===== config.mk =====
export PLATFORM = sky130hd
export DESIGN_NAME = pipe_hazard_ctrl
export DESIGN_NICKNAME = d
export VERILOG_FILES = /design/src/rtl/pipe_pkg.sv /design/src/rtl/fwd_unit.sv /design/src/rtl/pipe_hazard_ctrl.sv
export SDC_FILE = /design/constraint.sdc
export NUM_CORES = 1
export LEC_CHECK = 0
export CAP_MARGIN = 20
export CORE_ASPECT_RATIO = 0.8
export CORE_UTILIZATION = 35
export CTS_BUF_LIST = sky130_fd_sc_hd__clkbuf_4
export DETAILED_ROUTE_END_ITERATION = 12
export GPL_ROUTABILITY_DRIVEN = 0
export PLACE_DENSITY = 0.77
export SYNTH_ARGS = -nofsm -noshare
export SYNTH_HDL_FRONTEND = slang
export SYNTH_HIERARCHICAL = 1
export SYNTH_SLANG_ARGS = --single-unit

===== constraint.sdc =====
create_clock -name clk -period 2.2 [get_ports clk]
set_clock_uncertainty 0.1 [all_clocks]
set_input_delay 0.55 -clock clk [delete_from_list [all_inputs] [get_ports clk]]
set_output_delay 0.55 -clock clk [all_outputs]
set_load 0.05 [all_outputs]

===== src/rtl/pipe_pkg.sv =====
// Shared types for the pipeline hazard controller: FSM states, forwarding
// mux encodings and the default MDU timeout.
package pipe_pkg;

    localparam int MDU_TIMEOUT_DEF = 64;

    typedef enum logic [1:0] {
        RUN      = 2'd0,
        MDU_BUSY = 2'd1,
        MEM_WAIT = 2'd2
    } state_t;

    typedef enum logic [1:0] {
        FWD_RF = 2'b00,
        FWD_W  = 2'b01,
        FWD_M  = 2'b10
    } fwd_sel_t;

    // M is the younger producer, so its result wins over W.
    function automatic fwd_sel_t fwd_pick(
        input logic [4:0] rs,
        input logic [4:0] rd_m,
        input logic       wr_m,
        input logic [4:0] rd_w,
        input logic       wr_w
    );
        if (wr_m && (rd_m != 5'd0) && (rd_m == rs))
            return FWD_M;
        else if (wr_w && (rd_w != 5'd0) && (rd_w == rs))
            return FWD_W;
        else
            return FWD_RF;
    endfunction

endpackage


===== src/rtl/fwd_unit.sv =====
// Operand forwarding selects for the two source registers of the E stage.
module fwd_unit
    import pipe_pkg::*;
(
    input  logic [4:0] rs1_E,
    input  logic [4:0] rs2_E,
    input  logic [4:0] rd_M,
    input  logic [4:0] rd_W,
    input  logic       regwrite_M,
    input  logic       regwrite_W,
    output logic [1:0] fwd_a,
    output logic [1:0] fwd_b
);

    fwd_sel_t sel_a;
    fwd_sel_t sel_b;

    assign sel_a = fwd_pick(rs1_E, rd_M, regwrite_M, rd_W, regwrite_W);
    assign sel_b = fwd_pick(rs2_E, rd_M, regwrite_M, rd_W, regwrite_W);

    assign fwd_a = sel_a;
    assign fwd_b = sel_b;

endmodule


===== src/rtl/pipe_hazard_ctrl.sv =====
// Five-stage pipeline hazard controller: forwarding, load-use, mispredict,
// multicycle MDU and memory-wait stalls. PIPE_PERF_CNT_EN adds perf counters.
module pipe_hazard_ctrl
    import pipe_pkg::*;
#(
    parameter int MDU_TIMEOUT = MDU_TIMEOUT_DEF
)(
    input  logic       clk,
    input  logic       rst_n,
    input  logic [4:0] rs1_D,
    input  logic [4:0] rs2_D,
    input  logic [4:0] rs1_E,
    input  logic [4:0] rs2_E,
    input  logic [4:0] rd_E,
    input  logic [4:0] rd_M,
    input  logic [4:0] rd_W,
    input  logic       regwrite_E,
    input  logic       regwrite_M,
    input  logic       regwrite_W,
    input  logic       memread_E,
    input  logic       memop_M,
    input  logic       dmem_ready,
    input  logic       branch_E,
    input  logic       takenE,
    input  logic       actual_taken_E,
    input  logic       mdu_start_E,
    input  logic       mdu_done,
    output logic       stallF,
    output logic       stallD,
    output logic       stallE,
    output logic       stallM,
    output logic       flushD,
    output logic       flushE,
    output logic       flushW,
    output logic       redirect_E,
    output logic [1:0] fwdA_E,
    output logic [1:0] fwdB_E,
    output logic       err_timeout
`ifdef PIPE_PERF_CNT_EN
    ,
    output logic [31:0] perf_stall_cyc,
    output logic [31:0] perf_flush_cnt
`endif
);

    localparam int CNT_W = (MDU_TIMEOUT > 2) ? $clog2(MDU_TIMEOUT) : 1;

    state_t           state;
    state_t           state_nx;
    logic [CNT_W-1:0] mdu_cnt;
    logic             set_timeout;

    logic mis;
    logic load_use;
    logic mem_stall;
    logic mdu_last;
    logic [1:0] fwd_a;
    logic [1:0] fwd_b;

    // regwrite_E does not influence any decision; an E-stage producer is
    // covered by the load-use check or by forwarding one cycle later.
    logic unused_ok;
    assign unused_ok = regwrite_E;

    assign mis       = branch_E & (takenE ^ actual_taken_E);
    assign load_use  = memread_E & (rd_E != 5'd0) &
                       ((rd_E == rs1_D) | (rd_E == rs2_D));
    assign mem_stall = memop_M & ~dmem_ready;
    assign mdu_last  = (mdu_cnt == CNT_W'(MDU_TIMEOUT - 1));

    fwd_unit u_fwd (
        .rs1_E      (rs1_E),
        .rs2_E      (rs2_E),
        .rd_M       (rd_M),
        .rd_W       (rd_W),
        .regwrite_M (regwrite_M),
        .regwrite_W (regwrite_W),
        .fwd_a      (fwd_a),
        .fwd_b      (fwd_b)
    );

    assign fwdA_E = rst_n ? fwd_a : FWD_RF;
    assign fwdB_E = rst_n ? fwd_b : FWD_RF;

    // NOTE: every output of this block is given a default first, so no path
    // leaves a signal unassigned and no latch is inferred.
    always_comb begin
        state_nx    = state;
        set_timeout = 1'b0;
        stallF      = 1'b0;
        stallD      = 1'b0;
        stallE      = 1'b0;
        stallM      = 1'b0;
        flushD      = 1'b0;
        flushE      = 1'b0;
        flushW      = 1'b0;
        redirect_E  = 1'b0;
        if (rst_n) begin
            case (state)
                RUN: begin
                    // A memory wait freezes the whole pipe; branch and
                    // load-use are resolved again once the inputs move.
                    if (mem_stall) begin
                        stallF   = 1'b1;
                        stallD   = 1'b1;
                        stallE   = 1'b1;
                        stallM   = 1'b1;
                        flushW   = 1'b1;
                        state_nx = MEM_WAIT;
                    end else if (mis) begin
                        redirect_E = 1'b1;
                        flushD     = 1'b1;
                        flushE     = 1'b1;
                    end else begin
                        if (load_use) begin
                            stallF = 1'b1;
                            stallD = 1'b1;
                            flushE = 1'b1;
                        end
                        if (mdu_start_E)
                            state_nx = MDU_BUSY;
                    end
                end
                MDU_BUSY: begin
                    stallF = 1'b1;
                    stallD = 1'b1;
                    stallE = 1'b1;
                    flushW = 1'b1;
                    if (mdu_done) begin
                        state_nx = RUN;
                    end else if (mdu_last) begin
                        state_nx    = RUN;
                        set_timeout = 1'b1;
                    end
                end
                MEM_WAIT: begin
                    stallF = 1'b1;
                    stallD = 1'b1;
                    stallE = 1'b1;
                    stallM = 1'b1;
                    flushW = 1'b1;
                    if (dmem_ready)
                        state_nx = RUN;
                end
                default: state_nx = RUN;
            endcase
        end
    end

    // NOTE: state registers use non-blocking assignments and a synchronous
    // active-low reset sampled on the clock edge.
    always_ff @(posedge clk) begin
        if (!rst_n) begin
            state       <= RUN;
            mdu_cnt     <= '0;
            err_timeout <= 1'b0;
        end else begin
            state   <= state_nx;
            mdu_cnt <= (state == MDU_BUSY && state_nx == MDU_BUSY) ?
                       mdu_cnt + 1'b1 : '0;
            if (set_timeout)
                err_timeout <= 1'b1;
        end
    end

`ifdef PIPE_PERF_CNT_EN
    always_ff @(posedge clk) begin
        if (!rst_n) begin
            perf_stall_cyc <= '0;
            perf_flush_cnt <= '0;
        end else begin
            if (stallF)
                perf_stall_cyc <= perf_stall_cyc + 32'd1;
            if (flushD | flushE)
                perf_flush_cnt <= perf_flush_cnt + 32'd1;
        end
    end
`endif

endmodule


==> results by stage, run 1 <==
Outcome:
- The flow ran to the end, but the final reports show violations.
- The checks that failed: setup timing.

Drt:
- For this block, the routed nets add up to around 4400 um of wire.
- Once detail routing completed, the nets flagged for antenna violations numbered 0.
- After detailed routing, the number of remaining DRC violations is 0.
- The DRC marker count from the first detailed-route iteration is slightly below 60.
- The overall via count from detail_route is roughly 1300.
- In the routed layout, each cell is associated on average with a via count of around 5.4.
- The first TritonRoute pass finished after 5 iterations.
- Dividing the detail-routed wire length by the instance count gives between 15 and 20 um.

GRT:
- The total overflow left after global routing is 0.
- For met3 alone, demand over resource in global routing was under 10%.
- The number of global-route vias before repair is around 1400.
- The first-pass GRT wire length is between 6000 and 7000 um.
- The number of antenna violations at the first check in global routing is 0.
- Global routing consumed, over all layers together, about a quarter of the routing resources.
- The largest net degree at the start of global routing is 7.
- Global routing consumed, on the met1 layer, a little under a third of the routing resources.
- Global routing consumed, on the met2 layer, 48.4% of the routing resources.
- met2 is the most crowded layer.

Synth:
- Counting every net in the synthesized netlist gives 174.
- The cell count after synthesis came out at roughly 120.
- The flip-flop and latch count after synthesis is 9.
- By area the synthesized netlist is led by sky130_fd_sc_hd__xnor2_1 20%, sky130_fd_sc_hd__dfxtp_1 18%, sky130_fd_sc_hd__xor2_1 10%.
- The total number of yosys warnings is 6.
- The basic-gate share of the synthesized area counting and, or, nand and nor cells is about 33%.
- In this run the biggest area consumer among cell types represents 19.6% of the synthesized area.
- After synthesis, the largest family of logic cells by area is simple AND/OR/NAND/NOR gates.
- The post-synthesis share of cell area spent on xor and xnor gates is between 20% and 30%.
- The library cell occupying the most area in the post-synthesis netlist is sky130_fd_sc_hd__xnor2_1.
- Summing the areas of all fa, ha and maj instances in the mapped netlist gives between 6 and 7% of the synthesized area.
- The multiplexer fraction of the synthesized cell area is 0%.
- The mean instance size in the synthesized netlist is around 8.5 um2.
- Summing the areas of all compound-gate instances in the mapped netlist gives 10.7% of the synthesized area.
- The number of different library cells used by synthesis comes to 33.
- Sequential cells were found to cover about 18% of the synthesized design area.
- The combined area of all synthesized cells is slightly above 0.001 mm2.

Timing:
- The transition time of the tightest slew-check pin is 0.487 ns.
- Headroom to the max-slew limit came out at about two thirds.
- Setup total negative slack on the finished layout was measured at -1.94 ns.
- Across all hold checks on the routed design, the worst slack comes to 0.369 ns.
- The worst path uses 121% of the clock period.
- The final hold violation count is 0.
- Across all setup checks in the final design, the least slack found is -0.469 ns.
- Timing would allow up to 375 MHz.
- The routed design could run at a clock period as short as 2.67 ns.
- Setup repair after global routing could not meet its margin everywhere.
- The final-report max-slew violation count is 0.
- Setup violations remaining at the end of the flow were counted as 7.

Worst setup path:
- For the worst setup path, the data required time is 1.55 ns.
- The kind of start point of the critical path is an input pin.
- The kind of capture point of the worst setup path is a primary output.
- The kind of critical path is in2out.
- In this run the worst path has a maximum fanout of 2.
- The largest incremental delay on the critical path is around 0.54 ns.
- For this design, the slowest cell found on the critical path is sky130_fd_sc_hd__or4_4.
- Walking the worst path, the cells encountered are buf_6, or4_4, o21ai_4, nor4_4, nor4_2, and2_4, buf_12.
- The dominant delay contributor by cell family on the critical path is simple AND/OR/NAND/NOR gates.
- Counting both buffers and inverters, the worst setup path holds a total of 2.
- The data arrival time of the critical path is between 2 and 2.5 ns.

CTS:
- For the worst-skew pair, the clock arrives at the later sink with an insertion delay of 0.27 ns.
- The hold-fix buffer count after cts is 0.
- Clock-pin slew was measured on the worst setup and hold paths at approximately 0.06 ns.
- CTS placed an instance of sky130_fd_sc_hd__clkbuf_4 at the clock tree root.
- In this run the number of H-tree levels came out at 1.
- The longest clock path from root to sink contains 2 buffers.
- Clock tree synthesis inserted a total of 3 buffers.
- TritonCTS built the clock tree.
- The clock net sink count is 9.

Layout:
- The count of antenna diodes in the layout is 0.
- After filler insertion, the fill cell instance count of the layout stands at 153.
- The area occupied by registers is between 150 and 200 um2.
- The ratio of cells with drive above 1 in the final layout is a little over half.
- The layout net count is between 200 and 300.
- The area occupied by multi-input gates is 0.00110 mm2.
- The layout overhead on the synthesized area is 118%.

Power:
- The leakage dissipation is approximately 0.97 nW.
- In this run the power density over the cells is 354 mW/mm2.
- VDD sags by at most 0.000276 V.

Die:
- The starting density of the core is roughly 37%.
- The floorplan step set the die height to 50.5 um.
- The total number of placement rows is 17.
- The core outline area is roughly 0.0028 mm2.
- between 60 and 70 I/O pins were placed.
- In this run the horizontal extent of the chip is roughly 63 um.
- The floorplan die area is between 0.003 and 0.004 mm2.

Flow run:
- The max-capacitance violation count is 0.

Placement:
- The HPWL after detailed placement is 2950 um.
- The port buffer count is between 50 and 60.

Worst hold path:
- The classification of the worst-slack hold path is reg2reg.
layout by cell type, fill, tap and decap left out, drive strengths merged:
master / n
a211o: 1
a211oi: 1
a21o: 1
a21oi: 4
a31oi: 2
and2: 4
and2b: 1
and3: 1
buf: 49
clkbuf: 7
clkdlybuf4s15: 3
clkdlybuf4s50: 7
dfxtp: 9
dlygate4sd2: 10
dlymetal6s2s: 10
ha: 5
inv: 2
nand2: 6
nand2b: 3
nand3: 10
nand4: 2
nor2: 6
nor2b: 5
nor3: 7
nor4: 4
o21a: 1
o21ai: 3
o221ai: 1
o22ai: 1
or4: 3
xnor2: 23
xor2: 12
area by class of cell:
type | instances | share of cell area (%)
repair buffers | 82 | 39.0
well taps | 38 | 2.12
multi-input cells | 107 | 49.1
clock buffers | 4 | 1.34
flip-flops and latches | 9 | 8.10
inverters | 2 | 0.335
worst paths after layout:
path,slack (ns),from,cells past startpoint,to
max,-0.47,rd_M[2],7,fwdB_E[0]
min reg2reg,0.37,err_timeout$_SDFFE_PN0P_,1,err_timeout$_SDFFE_PN0P_
min,0.37,err_timeout$_SDFFE_PN0P_,1,err_timeout$_SDFFE_PN0P_
max reg2reg,0.36,state[0]$_SDFF_PN0_,7,mdu_cnt[4]$_SDFF_PN0_
metal layers:
layer  wire [um]  part of all wire (%)
met3         286                   6.5
met5           0                     0
met1        1740                    39
met4         140                   3.2
met2        2230                    51
cells by family (layout without fill, tap and decap cells):
group	count (synthesis)	after routing
buf+inv	5	88
fa+ha+maj	5	5
compound gates	15	15
flops	9	9
xor+xnor	35	35
simple gates	52	52
power breakdown:
| part | internal, W | leakage (nW) | switching (W) | total (W) |
|---|---|---|---|---|
| clock network | 0.0000825 | 0.0184 | 0.0000625 | 0.000145 |
| logic | 0.000239 | 0.875 | 0.000239 | 0.000478 |
| registers | 0.000167 | 0.0731 | 0.00000371 | 0.000170 |
| total | 0.000489 | 0.967 | 0.000305 | 0.000794 |
cells in the mapped netlist (all sizes together):
master	instances
and2	4
nor2	6
a211o	1
nor4	4
a21oi	4
and3	1
inv	2
ha	5
nand2b	3
nor3	7
a211oi	1
nand4	2
nor2b	5
nand3	10
o221ai	1
xnor2	23
a31oi	2
o21a	1
o22ai	1
o21ai	3
dfxtp	9
or4	3
nand2	6
buf	3
a21o	1
xor2	12
and2b	1
registers in the layout, indices dropped and copies added, names as in the netlist:
signal,cells
err_timeout,1
mdu_cnt,6
state,2
repair_timing:
action | in CTS | in global routing
setup buffers | 4 | 2
setup endpoints to repair | 12 | 12
endpoints found under the hold margin | 0 | 0
pin swaps | 30 | 28
gates cloned | 0 | 0
resized for setup | 103 | 52
per-stage QoR:
step	utilization, %	total power, W	cells	instance area (um2)	setup WS, ns
2_1_floorplan	-	0.000362	121	1080	-0.190
3_3_place_gp	69.9	0.000565	234	1930	-0.711
3_5_place_dp	69.9	0.000575	234	1930	-0.820
4_1_cts	73.8	0.000733	241	2040	-0.530
5_1_grt	81.0	0.000825	242	2240	-0.552
6_report	81.0	0.000794	242	2240	-0.469
(Power assumes the default switching activity.)
==> run 2, diff against run 1 <==
ABC_AREA = 1   (was default)
CORE_UTILIZATION = 37   (was 35)
==> results by stage, run 2 <==
Synth:
- For this run, the leading register cell type out of synthesis is sky130_fd_sc_hd__dfxtp_1.
- The post-synthesis cell count is between 150 and 200.
- The synthesized netlist contains 25 unique library cells.
- In the post-synthesis netlist, the biggest area contributors are sky130_fd_sc_hd__nand2_1 19%, sky130_fd_sc_hd__dfxtp_1 16%, sky130_fd_sc_hd__inv_1 12%.
- The average instance in the mapped netlist occupies 5.83 um2.
- The post-synthesis async set-or-reset flop share is 0%.
- Ranked by instance count, the synthesized netlist is headed by 60 x sky130_fd_sc_hd__nand2_1, 37 x sky130_fd_sc_hd__inv_1, 22 x sky130_fd_sc_hd__nor2_1.
- The combined area of all synthesized cells is 0.00116 mm2.
- The number of enable-type register cells in the synthesized netlist is 0.
- Synthesis produced a netlist with a net count of around 250.
- The most instantiated library cell after synthesis is sky130_fd_sc_hd__nand2_1.
- The synthesized design devotes to its leading area cell type 19.4% of total area.
- The synthesized design spends more area on one cell type than any other, namely sky130_fd_sc_hd__nand2_1.
- The flip-flop and latch count after synthesis is 9.
- For this run, the number of Yosys warnings is 6.
- The share of synthesized area occupied by flip-flops and latches is between 10% and 20%.

Layout:
- The post-layout instance count excluding filler cells is 318.
- The register with the highest flop count is mdu_cnt.
- The largest registers in the layout are mdu_cnt (6), state (2), err_timeout (1).
- Cells with a size suffix above 1 make up between 40 and 50% of the layout.
- The area occupied by registers is 185 um2.
- The count of antenna diodes in the layout is 0.
- The post-route cell area is between 0.002 and 0.0025 mm2.
- Leaving out fill and tap cells, the most frequent cells in the layout are 54 x sky130_fd_sc_hd__nand2_1, 22 x sky130_fd_sc_hd__buf_4, 21 x sky130_fd_sc_hd__inv_1.
- Fill cells in the final layout number roughly 220.
- The layout net count is between 300 and 400.
- The most common cell after layout, fill and taps aside is sky130_fd_sc_hd__nand2_1.
- The number of flip-flops in the largest register is 6.
- The area occupied by multi-input gates is 907 um2.
- The area growth from synthesis to layout is 77.7%.

CTS:
- In this run the clock root is driven by a sky130_fd_sc_hd__clkbuf_4.
- In this run the number of H-tree levels came out at 1.
- The number of buffers on the longest clock path is 2.
- The CTS tree is yes.
- Buffers inserted during clock tree synthesis total 3.
- Hold repair after CTS inserted 0 buffers.
- The clock net sink count is 9.
- The worst-skew pair later-pin latency is 0.25 ns.
- The CTS clock-pin slew for the worst setup and hold paths is 0.06 ns.

Worst setup path:
- In this run the critical register-to-register path is captured at mdu_cnt[0]$_SDFF_PN0_.
- The dominant delay contributor by cell family on the critical path is simple AND/OR/NAND/NOR gates.
- The worst setup path is launched from an input pin.
- The largest fanout of any net on the critical path is 2.
- The worst reg-to-reg path cell count is 15.
- The data arrival time of the critical path is 1.60 ns.
- Among the stages of the critical path, the cell type that occurs most often is sky130_fd_sc_hd__nand3_2.
- The worst setup path is captured at a primary output.
- The kind of critical path is in2out.
- At the worst endpoint, the required time is between 1.5 and 2 ns.
- Walking the worst path, the cells encountered are clkdlybuf4s15_1, nand3_2, inv_2, nor4_4, nand3_2, nand2_4, buf_12.
- The worst register-to-register path has a setup slack of about 0.01 ns.
- The origin of the critical flop-to-flop path is state[1]$_SDFF_PN0_.
- The cell with the largest stage delay on the worst path is sky130_fd_sc_hd__nor4_4.
- The count of buffer and inverter cells on the critical path is 3.
- The most critical setup path has its startpoint at branch_E.
- For this run, the slowest stage of the critical path takes approximately 0.3 ns.

Drt:
- The final wirelength is roughly 4000 um.
- The DRC marker count from the first detailed-route iteration is 70.
- The overall via count from detail_route is 1483.
- The detail route stage leaves a number of antenna-violating nets equal to 0.
- For this run, design rule violations remaining after detail routing come to 0.
- Using the TritonRoute via totals, the vias-per-cell ratio works out to 4.66.
- In the final routed layout, each cell accounts on average for roughly 13 um.
- The number of iterations in the first detailed-routing pass is 4.

Die:
- Measured along the y axis, the die boundary spans approximately 52 um.
- The floorplan die area is 0.00336 mm2.
- The total number of placement rows is 17.
- The width of the die is around 65 um.
- The starting density of the core is about two fifths.
- The number of top-level pins is between 60 and 70.
- The core outline area is approximately 0.0029 mm2.

Placement:
- The detailed-placement wirelength estimate is between 2000 and 3000 um.
- The number of placed instances, taps included, is 301.
- The count of buffers added on input and output ports is 59.
- After detailed placement, the total cell area comes to approximately 0.0020 mm2.
- At the placement stage, the worst setup path has a slack of -0.402 ns.

Timing:
- The final setup violation count is 3.
- The total negative slack for setup checks is -0.108 ns.
- The final setup slack of the worst path is -0.0466 ns.
- For this run, the top clock speed supported by timing is ~450 MHz.
- The headroom to the max-slew limit is 67.1%.
- The routed design could run at a clock period as short as 2.25 ns.
- In the finished design, the share of the clock period the worst path needs comes to 102%.
- For the pin with the worst max-slew slack, the measured transition is 0.491 ns.
- The final hold violation count is 0.
- Setup repair after global routing could not meet its margin everywhere.
- The final-report max-slew violation count is 0.

GRT:
- The number of antenna violations at the first check in global routing is 0.
- The first global-routing pass estimated between 5000 and 6000 um of wire.
- The all-layer global routing usage is between 20% and 30%.
- The number of global-route vias before repair is ~1400.
- The total grt overflow is 0.
- Entering global routing, the biggest net connects 7 pins.

Power:
- Power spread over the standard cell area amounts to about 360 mW/mm2.
- Summing internal, switching and leakage power gives approximately 0.00075 W.
- The analysis attributes to cell leakage a power of about 1.1 nW.
- The maximum vdd drop is around 0.00022 V.

Worst hold path:
- The tightest min-delay check is of the reg2reg type.
- The path with the worst hold slack has its endpoint at err_timeout$_SDFFE_PN0P_.
- The worst hold path startpoint is err_timeout$_SDFFE_PN0P_.
- Counting instances, the worst hold path has a depth of 1.

Outcome:
- The flow ran to the end, but the final reports show violations.
- The final reports fail on setup timing.

Flow run:
- The max-capacitance violation count is 0.
run 2: metal layers:
metal,global-route usage (%),vias to the layer above,share of wire [%]
li1,-,755,-
met1,25.0,667,41
met2,44.9,51,52
met3,3.95,10,4.6
met4,4.44,0,2.3
met5,0,-,0
run 2: worst max-delay path by stage:
stage,endpoint,slack [ns],depth (start not counted)
2_1_floorplan,stallF,-0.04,7
3_3_place_gp,stallD,-0.36,8
3_5_place_dp,stallD,-0.40,8
4_1_cts,stallD,-0.01,8
5_1_grt,stallD,-0.1,7
6_report,stallD,-0.05,7
run 2: cells by family (layout without fill, tap and decap cells):
family	after synthesis	after routing	share of synthesized area [%]
AO/OA/AOI/OAI	7	7	4.31
adder cells (fa/ha/maj)	5	5	5.39
flip-flops	9	9	15.5
AND/OR/NAND/NOR	116	116	45.1
buffers and inverters	42	123	14.6
XOR/XNOR	20	20	15.1
run 2: power breakdown:
part	total (W)	switching (W)	internal (W)
clock network	0.000137	0.0000547	0.0000820
logic	0.000440	0.000224	0.000216
registers	0.000171	0.00000439	0.000167
run 2: area by class of cell:
| class | count | area share, % |
|---|---|---|
| multi-input combinational | 148 | 44.0 |
| tap | 38 | 2.31 |
| clock buffer | 4 | 1.46 |
| timing repair buffer | 80 | 35.6 |
| inverter | 39 | 7.65 |
| sequential | 9 | 8.99 |
run 2: timing repair:
| item | CTS | global route |
|---|---|---|
| setup endpoints to repair | 12 | 18 |
| gates resized for setup | 121 | 57 |
| buffers inserted | 6 | 7 |
| pin swaps | 32 | 28 |
run 2: through the flow:
step | utilization (%) | hold WS, ns
4_1_cts | 71.9 | 0.377
5_1_grt | 71.8 | 0.385
6_report | 71.8 | 0.373
2_1_floorplan | - | 0.328
3_3_place_gp | 68.3 | 0.341
3_5_place_dp | 68.3 | 0.355
run 2: worst reg2reg max path: cells and delay by family, from the launching register on:
family,cells,cell delay [ns]
adders and majority gates,1,0.15
buffers and inverters,8,0.82
DFF,1,0.36
and+or+nand+nor,6,0.71
